$ cat src/rtl/contador_programa_pkg.sv
// Purpose : shared definitions for the fetch program counter.
// Latency : n/a (types and constants only).
// Backpressure: n/a.
// Contents: 2-bit FSM state encoding and the default reset fetch vector.
package contador_programa_pkg;

  // Fetch sequencer state; 2'b11 is unused and treated as a dead state.
  typedef enum logic [1:0] {
    ARRANQUE = 2'b00,  // single warm-up cycle after reset release
    BUSCAR   = 2'b01,  // issuing sequential fetches
    ERROR    = 2'b10   // misaligned redirect seen; frozen until reset
  } estado_t;

  // Default first fetch address after reset (word aligned).
  localparam logic [31:0] VECTOR_RESET_DEF = 32'h0000_0000;

endpackage : contador_programa_pkg

$ cat src/rtl/contador_programa.sv
// Purpose : program counter / fetch request sequencer for the front end.
// Latency : new address visible one clock after the accept or redirect edge.
// Backpressure: holds pc_out while fetch_listo=0 or detener=1; redirect overrides both.
//
// Ports:
//   clk, rst_n          clock, async active-low reset
//   pc_out              current fetch address (operand A of external PC+4 adder)
//   pc_mas4             adder return, pc_out + 4
//   salto_valido/destino redirect request and target from execute
//   detener             hazard-unit stall
//   fetch_valido/listo  valid-ready fetch handshake with instruction memory
//   error_alineacion    sticky misaligned-redirect flag
//   contador_busquedas  count of accepted fetches (wraps mod 2^32)
module contador_programa
  import contador_programa_pkg::*;
#(
  parameter logic [31:0] VECTOR_RESET = VECTOR_RESET_DEF
) (
  input  logic        clk,
  input  logic        rst_n,
  output logic [31:0] pc_out,
  input  logic [31:0] pc_mas4,
  input  logic        salto_valido,
  input  logic [31:0] salto_destino,
  input  logic        detener,
  output logic        fetch_valido,
  input  logic        fetch_listo,
  output logic        error_alineacion,
  output logic [31:0] contador_busquedas
);

  estado_t     estado_q;
  estado_t     estado_d;
  // Only the word index is stored, so the low address bits read 00 by construction.
  logic [31:2] pc_q;
  logic [31:0] cnt_q;
  logic        err_q;
  logic        salto_desalineado;
  logic        acepta;
  logic        unused_bits;

  assign salto_desalineado = salto_valido && (salto_destino[1:0] != 2'b00);
  assign acepta            = fetch_valido && fetch_listo;

  // Low bits of the adder return are always 00 for an aligned PC; not needed.
  assign unused_bits = ^pc_mas4[1:0];

  // State register
  always_ff @(posedge clk or negedge rst_n) begin
    if (!rst_n) begin
      estado_q <= ARRANQUE;
    end else begin
      estado_q <= estado_d;
    end
  end

  // Next-state logic
  always_comb begin
    estado_d = estado_q;
    case (estado_q)
      ARRANQUE: estado_d = BUSCAR;
      BUSCAR:   if (salto_desalineado) estado_d = ERROR;
      ERROR:    estado_d = ERROR;
      default:  estado_d = ERROR;
    endcase
  end

  // Output logic: a stall withdraws the request combinationally.
  always_comb begin
    fetch_valido = 1'b0;
    if (estado_q == BUSCAR) begin
      fetch_valido = !detener;
    end
  end

  // Datapath: redirect has priority over accept and over stall. A misaligned
  // target leaves the PC untouched and only raises the sticky flag.
  always_ff @(posedge clk or negedge rst_n) begin
    if (!rst_n) begin
      pc_q  <= VECTOR_RESET[31:2];
      cnt_q <= 32'd0;
      err_q <= 1'b0;
    end else if (estado_q == BUSCAR) begin
      if (salto_valido) begin
        if (salto_desalineado) begin
          err_q <= 1'b1;
        end else begin
          pc_q <= salto_destino[31:2];
        end
      end else if (acepta) begin
        pc_q  <= pc_mas4[31:2];
        cnt_q <= cnt_q + 32'd1;
      end
    end
  end

  assign pc_out             = {pc_q, 2'b00};
  assign contador_busquedas = cnt_q;
  assign error_alineacion   = err_q;

endmodule : contador_programa

$ cat config.mk
export PLATFORM = sky130hd
export DESIGN_NAME = contador_programa
export DESIGN_NICKNAME = d
export VERILOG_FILES = /design/src/rtl/contador_programa_pkg.sv /design/src/rtl/contador_programa.sv
export SDC_FILE = /design/constraint.sdc
export NUM_CORES = 1
export LEC_CHECK = 0
export BUFFER_PORTS_ARGS = -buffer_cell sky130_fd_sc_hd__buf_2
export CAP_MARGIN = 20
export CORE_MARGIN = 2
export CORE_UTILIZATION = 45
export CTS_BUF_LIST = sky130_fd_sc_hd__clkbuf_16
export CTS_CLUSTER_SIZE = 20
export DETAILED_ROUTE_END_ITERATION = 7
export GPL_TIMING_DRIVEN = 0
export PLACE_DENSITY = 0.75
export REMOVE_ABC_BUFFERS = 1
export SYNTH_ARGS = -nofsm -noshare
export SYNTH_HDL_FRONTEND = slang
export SYNTH_SLANG_ARGS = --single-unit
$ cat constraint.sdc
create_clock -name clk -period 2.6 [get_ports clk]
set_clock_uncertainty 0.15 [all_clocks]
set_input_delay 0.65 -clock clk [delete_from_list [all_inputs] [get_ports clk]]
set_output_delay 0.65 -clock clk [all_outputs]
set_load 0.02 [all_outputs]
Word-level counts from Yosys, hierarchy flattened
Cells that the tools add are included.
Widths: inputs -> output; s select.
- flip-flop bits (word level): 65
- latch bits: 0
- RAM bits: 0
- bits in read-only memories: 0
- input bits: 69
- output and inout bits: 66
- word-level logic and storage cells: 24
- memories kept: 0
- add/subtract/negate cells: 1
- multiply operators: 0
- div/mod/pow operators: 0
- magnitude comparators: 0
- equal/unequal tests: 3
- shifts and indexed selects: 0
- multiplexer cells: 6
- bitwise operators: 1
- reductions and logical operators: 9
- operator list (operator ; count):
    $mux 30 ; 3
    $add 32x1->32 const B ; 1
    $reduce_and 3->1 ; 3
    $ne 2x2->1 const B ; 2
    $pmux 2 s2 ; 1
    $reduce_bool 2->1 ; 2
    $eq 2x1->1 const B ; 1
    $logic_and 1x1->1 ; 2
    $logic_not 2->1 ; 1
    $mux 2 ; 1
    $logic_not 1->1 ; 1
    $mux 1 ; 1
    $not 1->1 ; 1

Logic depth before layout (Yosys ltp)
- depth after elaboration: 5
- mapped depth: 6
- gate-level depth less buffers: 5

Least setup slack after synthesis
OpenSTA, ideal clock, no wires.
- kind: input-to-reg
- from: in detener
- to: reg cnt_q[19] (netlist: contador_busquedas[19])
- library setup time: 0.080 ns
- data arrival time: 1.810 ns
- data required time: 2.370 ns
- slack: 0.561 ns
- stages on the path: 5
- path buffers: 1
- path through: nand4bb_1 > buf_6 > or4_4 > nor3_2 > xor2_1
- longest elaborated chain between the ends: 4
- ends and longest elaborated chain (element ; RTL line ; source):
    from (decl) ; contador_programa.sv:25 ; input logic detener,
    $logic_not 1->1 ; contador_programa.sv:72 ; fetch_valido = !detener;
    $mux 1 ; contador_programa.sv:71 ; if (estado_q == BUSCAR) begin
    $logic_and 1x1->1 ; contador_programa.sv:43 ; assign acepta = fetch_valido && fetch_listo;
    $reduce_and 3->1 (no source line) ; n/a ;
    to (signal assigned) ; contador_programa.sv:92 ; cnt_q <= cnt_q + 32'd1;
    to (decl) ; contador_programa.sv:36 ; logic [31:0] cnt_q;
No other way between the ends.
A chain may end at the register's enable or synchronous reset.

Final worst setup path
- from: in detener
- to: reg pc_q[28] (netlist name)
- longest elaborated chain between the ends: 5
- ends and longest elaborated chain (element ; RTL line ; source):
    $logic_not 1->1 ; contador_programa.sv:72 ;
    $mux 1 ; contador_programa.sv:71 ;
    $logic_and 1x1->1 ; contador_programa.sv:43 ;
    $reduce_bool 2->1 (no source line) ; n/a ;
    $reduce_and 3->1 (no source line) ; n/a ;
    to (signal assigned) ; contador_programa.sv:80 ; pc_q <= VECTOR_RESET[31:2];
    to (signal assigned) ; contador_programa.sv:88 ; pc_q <= salto_destino[31:2];
    to (signal assigned) ; contador_programa.sv:91 ; pc_q <= pc_mas4[31:2];
    to (decl) ; contador_programa.sv:35 ; logic [31:2] pc_q;
No other way between the ends.

==> results.cfg <==
[outcome]
outcome = complete, no violations

[logic_synthesis]
synth_area_leaders = dfrtp_1 54%, mux2i_1 10%, xnor2_1 6.7%, a21oi_1 5.2%, nor2_1 4.3%
netlist_area_sq_um = 2990
synth_cells = 267
synth.most_common_cell = dfrtp_1
ys_top_cells_by_count = 65 x dfrtp_1, 34 x nor2_1, 31 x a21oi_1
ys_ff_latch = 65
postSynthAreaPerCell_sq_um = 11.2
synth_top_cell_by_area = dfrtp_1
ys.flop_type = dfrtp_1
async_flop_share_pct = 100
synth_top_area_share_pct = 54.5
yosysWarnings = 0
synth_edf_count = 0
synth_cell_types = 36
seq_area_frac_synth_pct = 54.5

[job]
cap_violations = 0

[worst_setup_path]
critPathRequiredTime_ns = 2.69
crit_fanout = 42
worstSetupStartpointType = input pin
endpoint_kind = flop
reg2regPathDepth = 5
crit_type = in -> reg
cp.arrival_ns = 2.45

[placed_design]
port_buffers = 130
placedInstanceArea_sq_um = 3700
dpl.hpwl_um = 4840
dp_slack_ns = -0.272
place_congestion = 0.723

[clock_network]
cts_buffer_depth = 2
numCtsBuffers = 9
clkTransAtPathRegs_ns = 0.05
cts_tree = built
clock_sinks = 65
cts_root_buf = clkbuf_16
ctsHoldBuffers = 0
cts_max_level = 3
insertion_delay_ns = 0.32

[hold_path]
hp-class = in -> async

[power_and_ir_drop]
combPwrFrac_pct = 28.6
switchingPower_mw = 1.15
cellLeakagePower_nw = 2.10
seqPwrFrac_pct = 41.4
power.share.clock_pct = 30.0
internal_power_mw = 2.25
powerDensity_nw_per_um2 = 855
ir_worst_vdd_mv = 0.473
power_mw = 3.40
switching_share_pct = 33.8

[floorplanning]
start_util_pct = 46.8
io_pins = 135
die_width_um = 85.5
core_sq_um = 6390
row_count = 29
die_h_um = 85.5
die_area_sq_um = 7300

[routing]
drt_iter0_drc = 112
drtPass1Iterations = 4
ant_nets = 0
avgRoutedWirePerCell_um = 14.0
num_vias = 2464
drt-vias-per-instance = 5.13
wirelength_um = 6730
drc = 0

[global_route]
grt_pass1_vias = 2494
grt.busiest_layer = met2
antenna_found_initial = 0
grt_pass1_wl_um = 11300
grt_start_max_net_pins = 66
grt_use_met3_pct = 6.03
grtUsageMet2_pct = 31.9
grt_usage_pct = 19.6
overflow = 0
met1_usage_pct = 24.1

[layout]
drive_above_1_share_pct = 38.0
final_net_count = 468
design_area_sq_um = 3970
n_antenna_cell = 0
synthToLayoutAreaGrowth_pct = 33.0

[timing]
worst_slew_pin_slew_ns = 0.811
hold_viol_final = 0
hold_ws_ns = 0.266
max_freq_mhz = 423
slew_headroom_pct = 45.9
period_share_pct = 90.9
finalSetupViolCount = 0
setup_ws_ns = 0.236
finalMaxSlewViolations = 0
period_needed_ns = 2.36
rsz0062_at_grt = no
layout by cell type (no fill, tap or decap), types with 8 or more instances in the layout:
| master | synthesis | routed |
|---|---|---|
| nand2_1 | 9 | 9 |
| nor2_1 | 34 | 34 |
| clkbuf_16 | 0 | 9 |
| dfrtp_1 | 65 | 65 |
| nand3_1 | 13 | 13 |
| xnor2_1 | 23 | 23 |
| a21oi_1 | 31 | 30 |
| buf_2 | 3 | 128 |
| mux2i_1 | 30 | 30 |
| xor2_1 | 8 | 8 |
flip-flops by register name, summed over array words and instances (netlist names):
signal / flops
estado_q: 2
contador_busquedas: 32
error_alineacion: 1
pc_q: 30
metrics by stage:
step / instances / utilization (%) / TNS, ns
after floorplan: 254 / - / -37.35
after global placement: 461 / 57.4 / -73.48
after detailed placement: 462 / 57.9 / -7.26
after CTS: 478 / 61.9 / 0
after global routing: 480 / 62.2 / 0
final: 480 / 62.2 / 0
cells by family (layout without fill, tap and decap cells):
family	count (synthesis)	in the layout	share of synthesized area, %
AO/OA/AOI/OAI	35	35	6.12
XOR/XNOR	31	31	9.09
adder cells (fa/ha/maj)	1	1	0.419
buffers and inverters	15	150	2.51
flip-flops	65	65	54.5
multiplexers	31	31	10.4
other	1	2	0.126
AND/OR/NAND/NOR	88	88	16.8
worst max-delay path, cell delays in order:
cell and delay, ns:
buf_2 0.10, nand4bb_1 0.57, a21oi_4 0.65, buf_12 0.27, nor2_1 0.06, a21oi_1 0.12
metal layers:
metal,wire (um),up-vias
met1,2920,1146
met5,0,-
li1,-,1205
met4,116,0
met2,3130,104
met3,561,9
cell type report:
class                   count  area, sq um
clock buffers               9          225
clock inverters             7         30.0
fillers                   547         2410
inverters                   1         3.75
multi-input cells         188         1300
flip-flops and latches     65         1630
well taps                  77         96.3
repair buffers            133          691
repair_timing:
item	CTS	global route
setup buffers	0	2
setup endpoints to repair	0	29
resized for setup	0	1
worst paths after layout:
kind | startpoint | end | slack [ns]
max in group asynchronous | rst_n | contador_busquedas[20]$_DFFE_PN0P_ | 1.49
worst max-delay path | detener | pc_q[28]$_DFFE_PN0P_ | 0.24
worst min-delay path | rst_n | contador_busquedas[18]$_DFFE_PN0P_ | 0.27
worst min register to register | error_alineacion$_DFFE_PN0P_ | error_alineacion$_DFFE_PN0P_ | 0.33
min in group clk | error_alineacion$_DFFE_PN0P_ | error_alineacion$_DFFE_PN0P_ | 0.33
worst max register to register | estado_q[1]$_DFFE_PN0P_ | pc_q[28]$_DFFE_PN0P_ | 0.28
power by group through the flow:
stage          logic (mW)  registers (mW)  clock network (mW)
6_report            0.972            1.41                1.02
5_1_grt              1.07            1.44                1.09
4_1_cts             0.987            1.41                1.05
3_5_place_dp        0.990            1.41                   0
3_3_place_gp        0.962            1.41                   0
2_1_floorplan       0.255            1.73                   0
Power figures use the tool's default switching activity.
